### src/rtl/o_tx_uart_framer.sv
// Purpose : frames one latched 40-bit word as a 7-byte 8N1 UART packet (sync, 5 data bytes MSB first, XOR checksum).
// Latency : i_Data latched on the acceptance edge; start bit on the line from the next edge; o_Done 70*CLKS_PER_BIT+1 cycles after acceptance.
// Backpressure: i_Send is a level request, accepted only while the framer is idle; requests during a frame are dropped, never queued.
//
// Ports:
//   i_clk_50   50 MHz system clock, all logic on its rising edge
//   i_rst_n    asynchronous active-low reset
//   i_Data     40-bit word to transmit, sampled only on acceptance
//   i_Send     level-sensitive send request
//   o_Busy     high while a frame is in flight
//   o_Done     one-cycle pulse when a frame completes
//   o_Uart_Tx  registered serial line, idle high

module o_tx_uart_framer #(
   parameter int         CLKS_PER_BIT = 434,
   parameter logic [7:0] SYNC_BYTE    = 8'hA5
) (
   input  logic        i_clk_50,
   input  logic        i_rst_n,
   input  logic [39:0] i_Data,
   input  logic        i_Send,
   output logic        o_Busy,
   output logic        o_Done,
   output logic        o_Uart_Tx
);

   localparam int               CNT_W   = (CLKS_PER_BIT > 1) ? $clog2(CLKS_PER_BIT) : 1;
   localparam logic [CNT_W-1:0] CNT_MAX = CNT_W'(CLKS_PER_BIT - 1);
   localparam logic [2:0]       LAST_BYTE = 3'd6;

   localparam logic [1:0] ST_IDLE  = 2'd0;
   localparam logic [1:0] ST_START = 2'd1;
   localparam logic [1:0] ST_DATA  = 2'd2;
   localparam logic [1:0] ST_STOP  = 2'd3;

   logic [1:0]       state;
   logic [CNT_W-1:0] clk_cnt;
   logic [2:0]       bit_idx;
   logic [2:0]       byte_idx;
   logic [39:0]      hold_q;
   logic             frame_end_q;

   logic [7:0]       chk_byte;
   logic [7:0]       cur_byte;
   logic             bit_end;
   logic             tx_nxt;

   // Checksum is derived from the holding register, so it can never disagree
   // with the data bytes actually sent, whatever i_Data does mid-frame.
   assign chk_byte = hold_q[39:32] ^ hold_q[31:24] ^ hold_q[23:16]
                   ^ hold_q[15:8]  ^ hold_q[7:0];

   assign bit_end = (clk_cnt == CNT_MAX);

   always_comb begin
      cur_byte = SYNC_BYTE;
      case (byte_idx)
         3'd0:    cur_byte = SYNC_BYTE;
         3'd1:    cur_byte = hold_q[39:32];
         3'd2:    cur_byte = hold_q[31:24];
         3'd3:    cur_byte = hold_q[23:16];
         3'd4:    cur_byte = hold_q[15:8];
         3'd5:    cur_byte = hold_q[7:0];
         3'd6:    cur_byte = chk_byte;
         default: cur_byte = SYNC_BYTE;
      endcase
   end

   // Line level for the bit the FSM is currently in; registered below so the
   // pin never sees decode glitches.
   always_comb begin
      tx_nxt = 1'b1;
      case (state)
         ST_IDLE:  tx_nxt = 1'b1;
         ST_START: tx_nxt = 1'b0;
         ST_DATA:  tx_nxt = cur_byte[bit_idx];
         ST_STOP:  tx_nxt = 1'b1;
         default:  tx_nxt = 1'b1;
      endcase
   end

   // Frame sequencer. The FSM returns to IDLE on the last edge of the final
   // stop bit, so a held request is accepted on the very next edge and the
   // line shows exactly one idle-high cycle between frames.
   always_ff @(posedge i_clk_50 or negedge i_rst_n) begin
      if (!i_rst_n) begin
         state       <= ST_IDLE;
         clk_cnt     <= '0;
         bit_idx     <= '0;
         byte_idx    <= '0;
         hold_q      <= '0;
         frame_end_q <= 1'b0;
      end else begin
         frame_end_q <= 1'b0;
         case (state)
            ST_IDLE: begin
               clk_cnt <= '0;
               if (i_Send) begin
                  hold_q   <= i_Data;
                  bit_idx  <= '0;
                  byte_idx <= '0;
                  state    <= ST_START;
               end
            end

            ST_START: begin
               if (bit_end) begin
                  clk_cnt <= '0;
                  state   <= ST_DATA;
               end else begin
                  clk_cnt <= clk_cnt + CNT_W'(1);
               end
            end

            ST_DATA: begin
               if (bit_end) begin
                  clk_cnt <= '0;
                  // 3-bit index wraps 7->0, leaving it ready for the next byte.
                  bit_idx <= bit_idx + 3'd1;
                  if (bit_idx == 3'd7) begin
                     state <= ST_STOP;
                  end
               end else begin
                  clk_cnt <= clk_cnt + CNT_W'(1);
               end
            end

            ST_STOP: begin
               if (bit_end) begin
                  clk_cnt <= '0;
                  if (byte_idx == LAST_BYTE) begin
                     state       <= ST_IDLE;
                     frame_end_q <= 1'b1;
                  end else begin
                     byte_idx <= byte_idx + 3'd1;
                     state    <= ST_START;
                  end
               end else begin
                  clk_cnt <= clk_cnt + CNT_W'(1);
               end
            end

            default: begin
               state <= ST_IDLE;
            end
         endcase
      end
   end

   // Output stage: one register behind the FSM. This is what places the start
   // bit one edge after acceptance and lines o_Done / the falling o_Busy up
   // with the first idle-high cycle after the last stop bit.
   always_ff @(posedge i_clk_50 or negedge i_rst_n) begin
      if (!i_rst_n) begin
         o_Uart_Tx <= 1'b1;
         o_Busy    <= 1'b0;
         o_Done    <= 1'b0;
      end else begin
         o_Uart_Tx <= tx_nxt;
         o_Busy    <= (state != ST_IDLE);
         o_Done    <= frame_end_q;
      end
   end

endmodule

### config.mk
export PLATFORM = sky130hd
export DESIGN_NAME = o_tx_uart_framer
export DESIGN_NICKNAME = d
export VERILOG_FILES = /design/src/rtl/o_tx_uart_framer.sv
export SDC_FILE = /design/constraint.sdc
export NUM_CORES = 1
export LEC_CHECK = 0
export ABC_AREA = 0
export BUFFER_PORTS_ARGS = -buffer_cell sky130_fd_sc_hd__buf_4
export CAP_MARGIN = 20
export CORE_UTILIZATION = 57
export CTS_CLUSTER_SIZE = 10
export DETAILED_ROUTE_END_ITERATION = 16
export PLACE_DENSITY = 0.88
export SYNTH_ARGS = -nofsm -noshare
export SYNTH_HDL_FRONTEND = slang
export SYNTH_SLANG_ARGS = --single-unit
export TNS_END_PERCENT = 10
### constraint.sdc
create_clock -name i_clk_50 -period 3.3 [get_ports i_clk_50]
set_clock_uncertainty 0.2 [all_clocks]
set_input_delay 0 -clock i_clk_50 [delete_from_list [all_inputs] [get_ports i_clk_50]]
set_output_delay 0 -clock i_clk_50 [all_outputs]
set_load 0.01 [all_outputs]
==> metrics.yaml, run 1 <==
ys_seq_area_frac: 0.4571
overflow: 0
crit_family: "compound AO/OA/AOI/OAI gates"
critical_path_class: "register to register"
power_switching_uw: 1439
slew_headroom: 0.4818
synthTopCellsByArea: "dfrtp_1 45%, mux2_2 14%, xnor2_1 7.3%, ha_1 5.2%, xnor3_1 2.0%"
grt_max_degree: 62
place.port_buffers: 45
wl_per_cell_um: 16.77
hp-class: "primary input to async pin"
crit_path_cell_trace: "buf_4 > inv_1 > ha_1 > a2111oi_1 > nor2_1 > o211ai_1 > a21oi_1 > a311o_1"
grt_pass1_wl_mm: 12.52
worstMarginPinSlew_ps: 775.3
grt_usage: 0.2730
final_area_um2: 4347
worst_setup_path_start_kind: "register"
pin_count: 46
drtAntennaViolNets: 0
critical_path_required_ps: 3370
worst_setup_path_end_kind: "register"
antenna_found_initial: 0
fillers: 358
r2r_cells: 8
cts_buffers: 9
rsz0062_at_grt: "no"
p_clk_frac: 0.169
synth_seq_cells: 61
cp_max_fo: 17
dpl_cell_area_um2: 3725
drt-pass1-iter-count: 4
yosysTopAreaCellShare: 0.4493
grt_pass1_vias: 2594
slew_violations: 0
insertion_delay_ps: 340
viasPerCell: 5.672
period_share: 0.8330
reg2reg_from: "byte_idx[2]"
synthesis.nets: 344
fmax_mhz: 363.8
async_flop_share: 1.000
synth_cell_types: 50
fin_crit_ps: 2749
gp_congestion: 0.8634
vias: 2558
swShare: 0.3703
start_util: 0.5996
synth_edf_count: 0
final_cell_mix: "60 x dfrtp_1, 47 x buf_4, 43 x dlygate4sd3_1"
status: "completed"
num_antenna_cells: 0
clk_path_buf_depth: 2
rows: 27
die_area_um2: 6173
finalSetupViolCount: 0
synth_top_cell_by_area: "dfrtp_1"
irDropWorstVdd_uv: 511.6
setup_tns_ps: 0
cp.arrival_ps: 2820
regToRegSetupSlack_ps: 550
hpwlAfterDp_mm: 4.744
cts_resized: 0
power_frac_comb: 0.469
wl_mm: 7.564
regToRegEndpoint: "o_Uart_Tx"
layout_commonest_cell: "dfrtp_1"
yosys_warnings: 0
core_area_um2: 5574
p_leak_uw: 0.001882
slowest_delay_ps: 750
tritoncts: "yes"
crit_buf_inv: 2
critical-path-slowest-cell: "a2111oi_1"
fp.dieH_um: 78.57
fin_nets: 431
avgSynthCellArea_um2: 11.64
syn_area_um2: 3342
cts_num_sinks: 61
cts_root_buffer: "clkbuf_8"
power.density_nw_per_um2: 893.8
dr.first_iter.drc_count: 210
drv_cap: 0
clkTransAtPathRegs_ps: 70
drive_above_1_share: 0.2982
internal-power_uw: 2446
p_seq_frac: 0.363
hold_viol: 0
area_delta_synth_final_pct: 30.06
synthFlopType: "dfrtp_1"
drc: 0
synthCells: 287
die_x_um: 78.57
htreeDepth: 3
sequential cells by signal, indices dropped and copies added, names as in the netlist:
name,cells
hold_q,40
o_Uart_Tx,1
o_Done,1
byte_idx,3
clk_cnt,9
frame_end_q,1
state,2
o_Busy,1
bit_idx,3
cells in the mapped netlist (2+ instances only):
library cell / instances
xor2_1: 4
nand2b_1: 2
clkbuf_1: 13
nor3_1: 2
ha_1: 14
nand4_1: 4
a22oi_1: 6
o211ai_1: 4
and3_1: 2
nand3b_1: 2
nor2_1: 13
a221oi_1: 5
o21ai_0: 7
a21oi_1: 5
nor2b_1: 4
nor3b_1: 2
dfrtp_1: 60
xnor3_1: 3
nand2_1: 13
nand3_1: 12
mux2_2: 42
xnor2_1: 28
a22o_1: 6
inv_1: 8
cells by family (layout without fill, tap and decap cells):
logic type,after synthesis,in the layout,share of synthesized area
AOI/OAI and AO/OA,48,48,0.1142
xor gates and xnor gates,35,35,0.1041
adders and majority gates,14,14,0.05242
buffers and inverters,22,114,0.02696
DFF,61,61,0.4571
muxes,43,43,0.1445
and+or+nand+nor,64,64,0.1007
power by group through the flow:
stage	logic (uW)	registers, uW	clock network, uW
global placement	1660	1390	0
CTS	1800	1400	658
floorplan	1420	1310	0
finish	1820	1410	655
detailed placement	1740	1410	0
global route	1990	1450	694
what timing repair did:
| action | 4_1_cts | 5_1_grt |
|---|---|---|
| hold buffers | 43 | 0 |
| setup endpoints to repair | 0 | 0 |
| buffers inserted | 0 | 0 |
| hold endpoints to repair | 102 | 0 |
layer usage:
| metal | vias to the layer above | track usage | routed length (um) |
|---|---|---|---|
| li1 | 1200 | - | - |
| met1 | 1248 | 0.3379 | 3191 |
| met2 | 87 | 0.4504 | 3802 |
| met3 | 23 | 0.06163 | 357 |
| met4 | 0 | 0.1296 | 213 |
| met5 | - | 0 | 0 |
layout make-up:
cell class                      instances  area, um2  share of cell area
Tap cell                               72      90.09             0.02073
Multi-Input combinational cell        204       1724              0.3967
Clock inverter                          5      50.05             0.01151
Clock buffer                           11      141.4             0.03253
Sequential cell                        61       1528              0.3515
Timing Repair Buffer                   90      783.3              0.1802
Inverter                                8      30.03            0.006908
stage by stage:
step / cells / hold WS, ps / setup WS, ps / util / power (uW)
after global placement: 392 / -86.74 / 647.0 / 0.6682 / 3051
after floorplan: 287 / -495.6 / 774.8 / - / 2736
after detailed placement: 392 / -75.40 / 603.1 / 0.6682 / 3152
after CTS: 451 / 105.3 / 585.5 / 0.7798 / 3858
after global routing: 451 / 167.5 / 342.1 / 0.7798 / 4129
final: 451 / 74.55 / 551.2 / 0.7798 / 3885
how the worst max path moves through the flow:
stage                      from         to  slack [ps]  cells past startpoint
finish              byte_idx[2]  o_Uart_Tx         550                      8
global route        byte_idx[2]  o_Uart_Tx         340                      9
CTS                 byte_idx[2]  o_Uart_Tx         590                      8
detailed placement  byte_idx[2]  o_Uart_Tx         600                      8
global placement    byte_idx[2]  o_Uart_Tx         650                      8
floorplan           byte_idx[2]  o_Uart_Tx         770                      9
Note: power is estimated with default switching activity, not from simulation.
==> run 2, diff against run 1 <==
==> constraint.sdc (replaced) <==
create_clock -name i_clk_50 -period 2.9 [get_ports i_clk_50]
set_clock_uncertainty 0.2 [all_clocks]
set_input_delay 0 -clock i_clk_50 [delete_from_list [all_inputs] [get_ports i_clk_50]]
set_output_delay 0 -clock i_clk_50 [all_outputs]
set_load 0.01 [all_outputs]
==> run 2 against run 1 <==
Compared with the run above: global-route usage barely moved; non-clock buffer count rose by 1; final area rose by 0.95%; largest power group unchanged; highest routed layer unchanged.
==> metrics.yaml, run 2 (synthesis gave the netlist of run 1 again) <==
drv_cap: 0
cp.arrival_ps: 2800
setup_tns_ps: 0
power.density_nw_per_um2: 1041
tritoncts: "yes"
layout_commonest_cell: "dfrtp_1"
crit_top_cell: "ha_1"
dp_cells: 393
place.port_buffers: 45
slew_violations: 0
wl_per_cell_um: 16.93
fp.dieH_um: 78.57
pin_count: 46
rsz0062_at_grt: "no"
gp_congestion: 0.9609
cts_resized: 0
crit_family: "compound AO/OA/AOI/OAI gates"
largest_reg_flops: 40
cp_max_fo: 9
crit_path_cell_trace: "ha_1 > ha_1 > a2111oi_1 > nand2_1 > a22oi_1 > nor3_1 > a311o_1"
finalSetupViolCount: 0
grt_usage: 0.2735
status: "completed"
insertion_delay_ps: 350
dr.first_iter.drc_count: 223
num_antenna_cells: 0
stdcell_count: 452
start_util: 0.5996
fin_crit_ps: 2717
cts_root_buffer: "clkbuf_8"
fmax_mhz: 368.1
drc: 0
die_x_um: 78.57
critical-path-slowest-cell: "a2111oi_1"
regMostFlops: "hold_q"
fin_nets: 432
multi_input_area_um2: 1724
slew_headroom: 0.4839
drive_above_1_share: 0.3000
critical_path_class: "register to register"
rows: 27
cts_num_sinks: 61
holdWs_ps: 88.84
hp-class: "primary input to async pin"
overflow: 0
antenna_found_initial: 0
period_share: 0.9368
cts_buffers: 9
hpwlAfterDp_mm: 4.789
irDropWorstVdd_uv: 604.2
clkTransAtPathRegs_ps: 70
core_area_um2: 5574
worstMarginPinSlew_ps: 772.2
fillers: 343
worst_setup_path_start_kind: "register"
area_delta_synth_final_pct: 31.30
die_area_um2: 6173
critical_path_required_ps: 2980
reg.largest.list: "hold_q: 40 flops, clk_cnt: 9 flops"
seqCellArea_um2: 1528
drt-pass1-iter-count: 4
grt_pass1_vias: 2733
cts_setup_buffers: 0
p_leak_uw: 0.001901
vias: 2618
slowest_delay_ps: 760
wl_mm: 7.651
worst_setup_path_end_kind: "register"
viasPerCell: 5.792
final_cell_mix: "60 x dfrtp_1, 48 x buf_4, 43 x dlygate4sd3_1"
crit_buf_inv: 0
grt_max_degree: 62
drtAntennaViolNets: 0
grt_pass1_wl_mm: 12.56
hold_viol: 0
htreeDepth: 3
clk_path_buf_depth: 2
## run 2: cell types whose count changed in the layout (fill, tap and decap cells not counted), sizes merged
| cell | before | now |
|---|---|---|
| bufinv | 1 | 2 |
| buf | 47 | 48 |
| clkinv | 4 | 2 |
| clkbuf | 11 | 12 |
## run 2: area by class of cell
cell class	count	share of cell area
Clock inverter	4	0.01597
Multi-Input combinational cell	204	0.3929
Tap cell	72	0.02053
Sequential cell	61	0.3482
Inverter	8	0.006843
Timing Repair Buffer	91	0.1802
Clock buffer	12	0.03536
## run 2: worst paths after layout
path / depth (start not counted) / slack (ps) / end / startpoint
max: 7 / 180 / o_Uart_Tx / byte_idx[0]
max reg2reg: 7 / 180 / o_Uart_Tx / byte_idx[0]
min in group i_clk_50: 0 / 150 / o_Done / frame_end_q
min: 2 / 90 / clk_cnt[3] / i_rst_n
min reg2reg: 0 / 150 / o_Done / frame_end_q
max in group asynchronous: 2 / 1930 / hold_q[29] / i_rst_n
## run 2: worst register-to-register path: cells and delay by family, from the launching register on
family | cells | cell delay [ps]
compound gates | 3 | 1320
simple gates | 2 | 220
flops | 1 | 400
fa+ha+maj | 2 | 510
## run 2: through the flow
step / util / cell area [um2] / worst slack, ps / power, uW
6_report: 0.7872 / 4388 / 183.3 / 4567
2_1_floorplan: - / 3342 / 374.8 / 3114
3_3_place_gp: 0.6696 / 3732 / 385.4 / 3469
5_1_grt: 0.7872 / 4388 / 81.60 / 4822
4_1_cts: 0.7872 / 4388 / 261.0 / 4491
3_5_place_dp: 0.6696 / 3732 / 265.8 / 3563
## run 2: repair_timing
item | CTS | global route
hold buffers | 43 | 0
setup endpoints to repair | 0 | 0
endpoints found under the hold margin | 102 | 0
## run 2: where the power goes
group          internal, uW  switching (uW)
sequential             1230             388
clock                   528             334
combinational          1140             948
total                  2900            1670
## run 2: routing by layer
metal | GRT usage | share of wire | up-vias
li1 | - | - | 1210
met1 | 0.3390 | 0.43 | 1250
met2 | 0.4191 | 0.46 | 116
met3 | 0.06047 | 0.058 | 42
met4 | 0.2000 | 0.050 | 0
met5 | 0 | 0 | -
